<file path="config.mk">
export PLATFORM = sky130hd
export DESIGN_NAME = mem_arbiter
export DESIGN_NICKNAME = d
export VERILOG_FILES = /design/src/rtl/mem_arbiter.sv
export SDC_FILE = /design/constraint.sdc
export NUM_CORES = 1
export LEC_CHECK = 0
export CAP_MARGIN = 20
export CORE_MARGIN = 5
export CORE_UTILIZATION = 24
export DETAILED_ROUTE_END_ITERATION = 6
export PLACE_DENSITY = 0.83
export REMOVE_ABC_BUFFERS = 1
export SLEW_MARGIN = 5
export SYNTH_ARGS = -nofsm -noshare
export SYNTH_HDL_FRONTEND = slang
export SYNTH_SLANG_ARGS = --single-unit
</file>
<file path="constraint.sdc">
create_clock -name clk -period 2.2 [get_ports clk]
set_clock_uncertainty 0.05 [all_clocks]
set_input_delay 0.44 -clock clk [delete_from_list [all_inputs] [get_ports clk]]
set_output_delay 0.44 -clock clk [all_outputs]
set_load 0.02 [all_outputs]
</file>
<file path="src/rtl/mem_arbiter.sv">
// rtl/mem_arbiter.sv - two-master (ibus/dbus) round-robin arbiter for a single memory port
module mem_arbiter #(
    parameter int DATA_WIDTH = 32,
    parameter int ADDR_WIDTH = 9,
    parameter int TIMEOUT    = 8
) (
    input  logic                  clk,
    input  logic                  rst,
    input  logic [ADDR_WIDTH-1:0] ibus_adr_i,
    input  logic                  ibus_cyc_i,
    input  logic                  ibus_stb_i,
    output logic [DATA_WIDTH-1:0] ibus_dat_o,
    output logic                  ibus_ack_o,
    output logic                  ibus_err_o,
    input  logic [ADDR_WIDTH-1:0] dbus_adr_i,
    input  logic [DATA_WIDTH-1:0] dbus_dat_i,
    input  logic                  dbus_we_i,
    input  logic                  dbus_cyc_i,
    input  logic                  dbus_stb_i,
    input  logic [2:0]            dbus_funct3_i,
    output logic [DATA_WIDTH-1:0] dbus_dat_o,
    output logic                  dbus_ack_o,
    output logic                  dbus_err_o,
    output logic [ADDR_WIDTH-1:0] mem_adr_o,
    output logic [DATA_WIDTH-1:0] mem_dat_o,
    output logic                  mem_we_o,
    output logic                  mem_cyc_o,
    output logic                  mem_stb_o,
    output logic [2:0]            mem_funct3_o,
    input  logic [DATA_WIDTH-1:0] mem_dat_i,
    input  logic                  mem_ack_i,
    output logic [1:0]            grant_o
);
    localparam int CW = $clog2(TIMEOUT + 1);

    typedef enum logic [1:0] {IDLE, GNT_I, GNT_D} state_t;

    state_t        state, state_nxt;
    logic          last_d, last_d_nxt;
    logic [CW-1:0] cnt, cnt_nxt;
    logic          ireq, dreq, timeout;

    assign ireq    = ibus_cyc_i & ibus_stb_i;
    assign dreq    = dbus_cyc_i & dbus_stb_i;
    assign timeout = (cnt == CW'(TIMEOUT));

    always_ff @(posedge clk or posedge rst) begin
        if (rst) begin
            state  <= IDLE;
            last_d <= 1'b1;
            cnt    <= '0;
        end else begin
            state  <= state_nxt;
            last_d <= last_d_nxt;
            cnt    <= cnt_nxt;
        end
    end

    always_comb begin
        state_nxt    = state;
        last_d_nxt   = last_d;
        cnt_nxt      = cnt;
        ibus_dat_o   = '0;
        ibus_ack_o   = 1'b0;
        ibus_err_o   = 1'b0;
        dbus_dat_o   = '0;
        dbus_ack_o   = 1'b0;
        dbus_err_o   = 1'b0;
        mem_adr_o    = '0;
        mem_dat_o    = '0;
        mem_we_o     = 1'b0;
        mem_cyc_o    = 1'b0;
        mem_stb_o    = 1'b0;
        mem_funct3_o = 3'b000;
        grant_o      = 2'b00;
        case (state)
            IDLE: begin
                // ibus wins a tie only when dbus held the last grant
                if (ireq && (!dreq || last_d)) begin
                    state_nxt = GNT_I;
                    cnt_nxt   = '0;
                end else if (dreq) begin
                    state_nxt = GNT_D;
                    cnt_nxt   = '0;
                end
            end
            GNT_I: begin
                grant_o      = 2'b01;
                mem_adr_o    = ibus_adr_i;
                mem_cyc_o    = ibus_cyc_i;
                mem_stb_o    = ibus_stb_i;
                mem_funct3_o = 3'b010;
                ibus_ack_o   = mem_ack_i;
                ibus_dat_o   = mem_ack_i ? mem_dat_i : '0;
                if (mem_ack_i) begin
                    state_nxt  = IDLE;
                    last_d_nxt = 1'b0;
                end else if (!ibus_cyc_i) begin
                    state_nxt = IDLE;
                end else if (timeout) begin
                    ibus_err_o = 1'b1;
                    state_nxt  = IDLE;
                end else begin
                    cnt_nxt = cnt + CW'(1);
                end
            end
            GNT_D: begin
                grant_o      = 2'b10;
                mem_adr_o    = dbus_adr_i;
                mem_dat_o    = dbus_dat_i;
                mem_we_o     = dbus_we_i;
                mem_cyc_o    = dbus_cyc_i;
                mem_stb_o    = dbus_stb_i;
                mem_funct3_o = dbus_funct3_i;
                dbus_ack_o   = mem_ack_i;
                dbus_dat_o   = mem_ack_i ? mem_dat_i : '0;
                if (mem_ack_i) begin
                    state_nxt  = IDLE;
                    last_d_nxt = 1'b1;
                end else if (!dbus_cyc_i) begin
                    state_nxt = IDLE;
                end else if (timeout) begin
                    dbus_err_o = 1'b1;
                    state_nxt  = IDLE;
                end else begin
                    cnt_nxt = cnt + CW'(1);
                end
            end
            default: state_nxt = IDLE;
        endcase
    end
endmodule

</file>
# Yosys cells after proc, flatten, opt, wreduce, memory -nomap -nowiden
# Index checks and enable logic that the tools add are counted.
# classes
mux,38
eq_ne,10
reduce_logical,8
add_sub_neg,1
bitwise,2
# op_table
op,count
two-way mux 32 bit,4
two-way mux 4 bit,7
case mux 9 bit (2 select lines),1
two-way mux 2 bit,7
two-way mux 1 bit,12
"inequality test 2 bit, second input constant",6
case mux 4 bit (3 select lines),1
case mux 1 bit (2 select lines),3
case mux 2 bit (3 select lines),1
case mux 3 bit (2 select lines),1
AND reduction 6 bit,1
"adder 4 x 1 -> 4 bit, second input constant",1
"equality test 4 bit, second input constant",1
case mux 2 bit (2 select lines),1
"inequality test 3 bit, second input constant",1
AND reduction 3 bit,1
nonzero test 3 bit,1
bitwise AND 1 bit,2
"equality test 2 x 1 -> 1 bit, second input constant",1
"equality test 2 bit, second input constant",1
logical NOT 2 bit,1
nonzero test 2 bit,1
logical AND 1 bit,1
logical NOT 1 bit,1
logical OR 1 bit,1
# totals
input_bits,93
out_inout_bits,117
regBits,7
word_cells,62

# Longest topological paths before layout
# Gate-level depths: netlist of run 1.
# logic_depth
ltp_word,6
mapped_depth,7
ltp_nobuf,6

# Least setup slack after synthesis of run 1
# OpenSTA, ideal clock, no wires.
# synth_timing
kind,reg-to-output
startpoint,register state[1]
endpoint,output mem_adr_o[8]
path_stages_with_launch,7
t_required_ns,1.710
slack_ns,0.039
t_arrival_ns,1.671
n_path_buf,2
cell_sequence,dfrtp_1 -> inv_1 -> ha_1 -> buf_2 -> clkbuf_1 -> a22oi_1 -> nor2b_1
# synth_via
elab_chain_cells,2
word_cells_on_any_way,3
cone_classes,eq/ne (2); mux (1)
# synth_rtl
element,line,rtl
start: declaration,38,"state_t state, state_nxt;"
start signal: assignment,53,state <= state_nxt;
equality test 2 bit / equality test 2 x 1 -> 1 bit (equally long branches),76,case (state)
case mux 9 bit (2 select lines) *,76,
end: declaration,24,"output logic [ADDR_WIDTH-1:0] mem_adr_o,"
# Every way passes the cells marked *; elsewhere a longest branch is shown, timed or not.

# Final worst setup path of run 1
# layout_timing
startpoint,register state[0]
endpoint,output mem_dat_o[24]
# layout_via
elab_chain_cells,2
# layout_rtl
element,line,rtl
equality test 2 bit,76,
two-way mux 32 bit,76,
end: declaration,25,"output logic [DATA_WIDTH-1:0] mem_dat_o,"
# Every way passes these cells.

==> results of run 1 <==
[state kept, by name, summed over array words and instances (netlist names)]
name and cells:
state 2, cnt 4, last_d 1
[layout by cell type (no fill, tap or decap), drive strengths merged, types with 3 or more instances in the layout]
cell           instances
clkdlybuf4s50         91
clkbuf                73
and3                  64
and2                  38
clkdlybuf4s15         38
buf                   22
nor2b                 12
a22oi                 10
inv                    8
nand3                  7
nand2                  6
dlygate4sd2            6
dfrtp                  6
ha                     6
nand2b                 3
[logic make-up after synthesis]
kind of cell,Yosys count,share of synthesized area
multiplexers,1,0.00793
adder cells (fa/ha/maj),6,0.0529
flip-flops,7,0.124
buffers and inverters,31,0.0872
AO/OA/AOI/OAI,20,0.125
AND/OR/NAND/NOR,138,0.603
[through the flow]
step                   TNS [ns]  std cells  power (W)
CTS                     -0.0198        485    0.00318
global route        -0.00000433        485    0.00343
finish                        0        485    0.00321
floorplan                -33.02        180    0.00169
detailed placement        -2.67        481    0.00324
global placement          -1.27        481    0.00319
[what timing repair did]
| item | 4_1_cts | 5_1_grt |
|---|---|---|
| gates resized for setup | 142 | 179 |
| endpoints found under the hold margin | 0 | 0 |
| endpoints found under the setup margin | 116 | 111 |
| hold buffers | 0 | 0 |
[metal layers]
| layer | global-route usage | up-vias | share of wire |
|---|---|---|---|
| li1 | - | 1125 | - |
| met2 | 0.378 | 112 | 0.54 |
| met1 | 0.221 | 1032 | 0.36 |
| met5 | 0 | - | 0 |
| met3 | 0.0397 | 14 | 0.082 |
| met4 | 0.0510 | 0 | 0.022 |
[worst paths after layout]
path                       startpoint             to  slack, ns  cells after the start
setup / recovery             state[0]  mem_dat_o[24]       0.06                      5
hold / removal                    rst       state[1]       0.40                      2
setup reg to reg             state[0]         cnt[0]       0.38                      6
hold reg to reg                last_d         last_d       0.48                      1
max in group asynchronous         rst         last_d       1.43                      2
min in group clk               last_d         last_d       0.48                      1
[layout make-up]
class | instances | area [um^2]
clock buffers | 4 | 45.0
fillers | 562 | 2430
inverters | 8 | 30.0
well taps | 75 | 93.8
multi-input cells | 165 | 1160
repair buffers | 226 | 1910
flip-flops and latches | 7 | 178
[power breakdown]
part           internal (W)  total [W]  switching (W)
clock              0.000125   0.000183      0.0000574
combinational       0.00127    0.00280        0.00153
sequential         0.000181   0.000229      0.0000474
total               0.00158    0.00321        0.00164
[critical path, stage by stage (launching register included)]
cell and delay (ns):
dfrtp_2 0.43, inv_2 0.12, ha_4 0.22, buf_12 0.18, and2_1 0.14, clkdlybuf4s15_1 0.33
==> results by group, run 1 <==
Outcome
  – Run status: complete, no violations

Placement
  – Placed Area: 3680 um^2
  – IO Port Bufs: 209
  – Gp weighted congestion: 0.818
  – Hpwl dp: 6820 um
  – Place WS: -0.210 ns

Floorplan
  – I/O pins: 210
  – Starting density of the core: 0.243
  – Core Area: between 5000 and 6000 um^2
  – Row count: 28
  – Die width: 86.9 um
  – Area of the die: about 7600 um^2
  – Die Span Y: 86.9 um

Timing
  – Slew margin rel.: 0.797
  – Post-route clock period utilization: 0.975
  – Fin. Hold Viols: 0
  – Fmax: ~470 MHz
  – RSZ-0062 raised after global routing: yes
  – Slew Viols, Final: 0
  – Final worst slack: 0.0561 ns
  – Fin crit period: about 2.1 ns
  – Final Setup Violations: 0
  – Worst hold slack: 0.395 ns
  – Slew @ Worst Pin: 0.302 ns

Setup path
  – Setup CP Type: flip-flop to primary output
  – Crit path DAT: 1.65 ns
  – Req. time, crit path: 1.71 ns
  – Critical path launch point type: flip-flop
  – Critical Path Sink Type: primary output
  – Largest fanout on the critical path: 35

Global route
  – Vias in the first global route: 2,204
  – Global Route Usage Sum: 0.198
  – Initial antenna violation count: 0
  – Total global routing overflow: 0
  – Maximum number of pins on one net before global-route repair: 43
  – Global-route wire length before repair: 12,000 um

Cells and area
  – Fin area: 3420 um^2
  – Area growth syn-to-layout: 141%
  – Net count, final: 510
  – Share of cells above drive strength 1: 0.280
  – Core Util, Final: 0.584
  – Ant. Diodes: 0

Synthesis
  – Most numerous cell in the Yosys netlist: and3_1
  – #FFs+latches synth: 7
  – Post-synthesis instance area: 1420 um^2
  – Post-Syn Instances: 203
  – Register area share after synthesis: 0.124
  – EDFF count, synth: 0
  – Synth area leader: and3_1
  – Main area contributors after synthesis: and3_1, and2_1, dfrtp_1, a22oi_1, ha_1
  – Ys flop type: dfrtp_1
  – Mean area per synthesized cell: 7.00 um^2
  – Top cells by count, synth: and3_1, and2_1, clkbuf_1, nor2b_1, a22oi_1
  – Synth cell types: 32
  – Area share of the largest cell type after synthesis: 0.282
  – Async SR Flop Fraction: 1.00
  – Warnings, synthesis: 0

Route
  – DR iter-0 viols: 84
  – Via count: 2,283
  – Drt first pass iters: 4
  – DRC Markers: 0
  – Vias per cell: 4.71
  – Antenna Nets Post-Route: 0
  – Total wire length: 8370 um
  – Avg WL per Cell: between 15 and 20 um

Clock tree
  – Maximum clock path buffer count: 2
  – Reg clk slew, reported paths: 0.04 ns
  – CTS Buf Count: 3
  – CTS tree: done
  – CTS Sinks: 7
  – Clk_lat worst skew: 0.23 ns
  – H-tree depth: 1
  – Clk root buf: clkbuf_8
  – Setup Fix Bufs, Post-CTS: 0

Power
  – Lkg Pwr: 1.81 nW
  – Pwr dens: 940 nW/um^2
  – Max IR drop VDD: 0.617 mV

Job
  – Max Cap Viol: 0

Hold path
  – Hold Crit Class: primary input to asynchronous set/reset pin
(Power assumes the default switching activity.)
==> run 2, diff against run 1 <==
--- a/config.mk
+++ b/config.mk
@@ -9,6 +9,7 @@
 export CORE_MARGIN = 5
 export CORE_UTILIZATION = 24
 export DETAILED_ROUTE_END_ITERATION = 6
+export GPL_ROUTABILITY_DRIVEN = 0
 export PLACE_DENSITY = 0.83
 export REMOVE_ABC_BUFFERS = 1
 export SLEW_MARGIN = 5
==> results of run 2 <==
The final DEF is identical to that of run 1; final timing and power are the same.
==> run 3, diff against run 2 <==
==> constraint.sdc (replaced) <==
create_clock -name clk -period 2.3 [get_ports clk]
set_clock_uncertainty 0.05 [all_clocks]
set_input_delay 0.46 -clock clk [delete_from_list [all_inputs] [get_ports clk]]
set_output_delay 0.46 -clock clk [all_outputs]
set_load 0.02 [all_outputs]
==> run 3 against run 2 <==
  * The flow now finishes with violations (setup timing)
  * Routed wire length down 1.2%
  * Count of clock-buffer cells in the layout did not move
  * Total power is 5.8% lower
  * Worst setup slack worse by 0.22 ns
  * Largest cell class unchanged
  * Largest power group unchanged
==> results by group, run 3 (synthesis results as in run 1) <==
Global route
  – Total global routing overflow: 0 (unchanged)
  – Maximum number of pins on one net before global-route repair: 44 (+2.3%)
  – Global Route Usage Sum: 0.191 (-0.00689)
  – Initial antenna violation count: 0 (unchanged)
  – Global-route wire length before repair: 11,500 um (-4.0%)
  – Vias in the first global route: 2,075 (-5.9%)

Outcome
  – Run status: finished with violations
  – Failing checks: setup timing

Setup path
  – Worst r2r src: state[1]
  – Req. time, crit path: 1.79 ns (+0.08 ns)
  – Critical path launch point type: flip-flop
  – Largest fanout on the critical path: 13 (-63%)
  – Critical Path Sink Type: primary output
  – Max stage delay cell, worst path: clkdlybuf4s50_1
  – Setup CP Type: flip-flop to primary output
  – R2r worst-path depth: 6 (unchanged)
  – Reg-to-Reg End: cnt[0]
  – Critical Path Start: state[1]
  – Buf/Inv on CP: 2 (-1)
  – Reg2reg setup slack: 0.50 ns (+0.12 ns)
  – CP Depth: 4 (-1)
  – Worst path max stage delay: 0.61 ns (+0.18 ns)
  – Crit path DAT: 1.95 ns (+0.30 ns)
  – Crit path max-delay family: buffers and inverters
  – Crit-path cells: inv_1 -> ha_2 -> nor2b_1 -> clkdlybuf4s50_1

Cells and area
  – Most frequent cells in the layout: clkdlybuf4s50_1, dlygate4sd2_1, and3_1, and2_1, dlymetal6s2s_1
  – Top reg by flops: cnt
  – Area growth syn-to-layout: 158%
  – Largest register FFs: 4 (unchanged)
  – Non-filler cells, final: 482 (-0.62%)
  – Area occupied by multi-input gates: 1140 um^2 (-1.7%)
  – Most common cell after layout, fill and taps aside: clkdlybuf4s50_1
  – Net count, final: 507 (-0.59%)
  – Share of cells above drive strength 1: 0.0934 (-0.187)
  – Filler cells: 538 (-4.3%)
  – Top Registers: cnt: 4 flops, state: 2 flops, last_d: 1 flops
  – Ant. Diodes: 0 (unchanged)
  – Area taken by flip-flops and latches: 176 um^2 (-0.70%)

Floorplan
  – Core Area: 5850 um^2 (unchanged)
  – Row count: 28 (unchanged)
  – Die Span Y: 86.9 um (unchanged)
  – I/O pins: 210 (unchanged)
  – Die width: 86.9 um (unchanged)
  – Starting density of the core: 0.243 (unchanged)
  – Area of the die: 7560 um^2 (unchanged)

Timing
  – Fin crit period: 2.46 ns
  – Final Setup Violations: 1 (+1)
  – Slew margin rel.: 0.778 (-0.0185)
  – Slew Viols, Final: 0 (unchanged)
  – Fin. Hold Viols: 0 (unchanged)
  – RSZ-0062 raised after global routing: yes
  – Slew @ Worst Pin: 0.328 ns (+0.0264 ns)
  – Final worst slack: -0.161 ns (-0.218 ns)
  – Fmax: 406 MHz
  – Setup TNS: -0.161 ns (-0.161 ns)
  – Post-route clock period utilization: 1.07

Power
  – Pwr dens: 825 nW/um^2 (-12%)
  – Lkg Pwr: 2.32 nW (+28%)
  – Max IR drop VDD: 0.684 mV (+11%)

Clock tree
  – Reg clk slew, reported paths: 0.04 ns (about the same)
  – Clk_lat worst skew: 0.23 ns (about the same)
  – CTS tree: done
  – H-tree depth: 1 (unchanged)
  – CTS Sinks: 7 (unchanged)
  – Setup Fix Bufs, Post-CTS: 0 (unchanged)
  – CTS Buf Count: 3 (unchanged)
  – Clk root buf: clkbuf_8
  – Maximum clock path buffer count: 2 (unchanged)

Route
  – Vias per cell: 4.66 (-1.1%)
  – Avg WL per Cell: 17.2 um (-0.62%)
  – Total wire length: 8270 um (-1.2%)
  – DRC Markers: 0 (unchanged)
  – Antenna Nets Post-Route: 0 (unchanged)
  – Drt first pass iters: 4 (unchanged)
  – DR iter-0 viols: 65 (-23%)
  – Via count: 2,245 (-1.7%)

Job
  – Max Cap Viol: 0 (unchanged)

Hold path
  – Hold Crit Class: primary input to asynchronous set/reset pin

Placement
  – IO Port Bufs: 209 (unchanged)
  – Placed insts: 478 (-0.62%)
  – Hpwl dp: 6730 um (-1.3%)
[run 3: timing repair]
item | 4_1_cts | 5_1_grt
hold buffers | 0 | 0
endpoints found under the setup margin | 117 | 65
gates resized for setup | 111 | 42
[run 3: routing by layer]
| metal | wire length, um | global-route usage | vias up |
|---|---|---|---|
| met4 | 164 | 0.0552 | 0 |
| met5 | 0 | 0 | - |
| met1 | 3150 | 0.218 | 1031 |
| met3 | 574 | 0.0331 | 10 |
| met2 | 4380 | 0.360 | 89 |
| li1 | - | - | 1115 |
[run 3: worst max-delay path by stage]
stage                               end  slack, ns
after global placement        mem_cyc_o      -0.15
after CTS                 dbus_dat_o[1]      -0.24
after floorplan               mem_cyc_o      -0.54
after detailed placement      mem_cyc_o      -0.15
after global routing          mem_stb_o      -0.28
final                         mem_stb_o      -0.16
[run 3: cell type report]
class / count / area share
Tap cell: 75 / 0.0256
Inverter: 8 / 0.00819
Multi-Input combinational cell: 165 / 0.310
Timing Repair Buffer: 223 / 0.596
Clock buffer: 4 / 0.0123
Sequential cell: 7 / 0.0481
[run 3: per-stage QoR]
step	setup WS (ns)	util	power [W]	hold slack [ns]	cell area, um^2
5_1_grt	-0.278	0.627	0.00323	0.433	3670
4_1_cts	-0.235	0.618	0.00304	0.421	3620
2_1_floorplan	-0.537	-	0.00161	0.213	1330
3_3_place_gp	-0.150	0.629	0.00304	0.462	3680
3_5_place_dp	-0.153	0.629	0.00309	0.475	3680
6_report	-0.161	0.627	0.00303	0.420	3670
[run 3: worst reg2reg max path: stages (launching register included)]
cell and delay [ns]:
dfrtp_1 0.40, inv_1 0.09, ha_2 0.22, buf_6 0.16
a221oi_4 0.32, nand3_1 0.15, mux2_2 0.28
[run 3: report_power, final]
| part | internal (W) | switching [W] | total, W | leakage (nW) |
|---|---|---|---|---|
| clock | 0.000120 | 0.0000542 | 0.000174 | 0.0228 |
| sequential | 0.000172 | 0.0000377 | 0.000210 | 0.0912 |
| combinational | 0.00121 | 0.00143 | 0.00264 | 2.21 |
| total | 0.00150 | 0.00152 | 0.00303 | 2.32 |
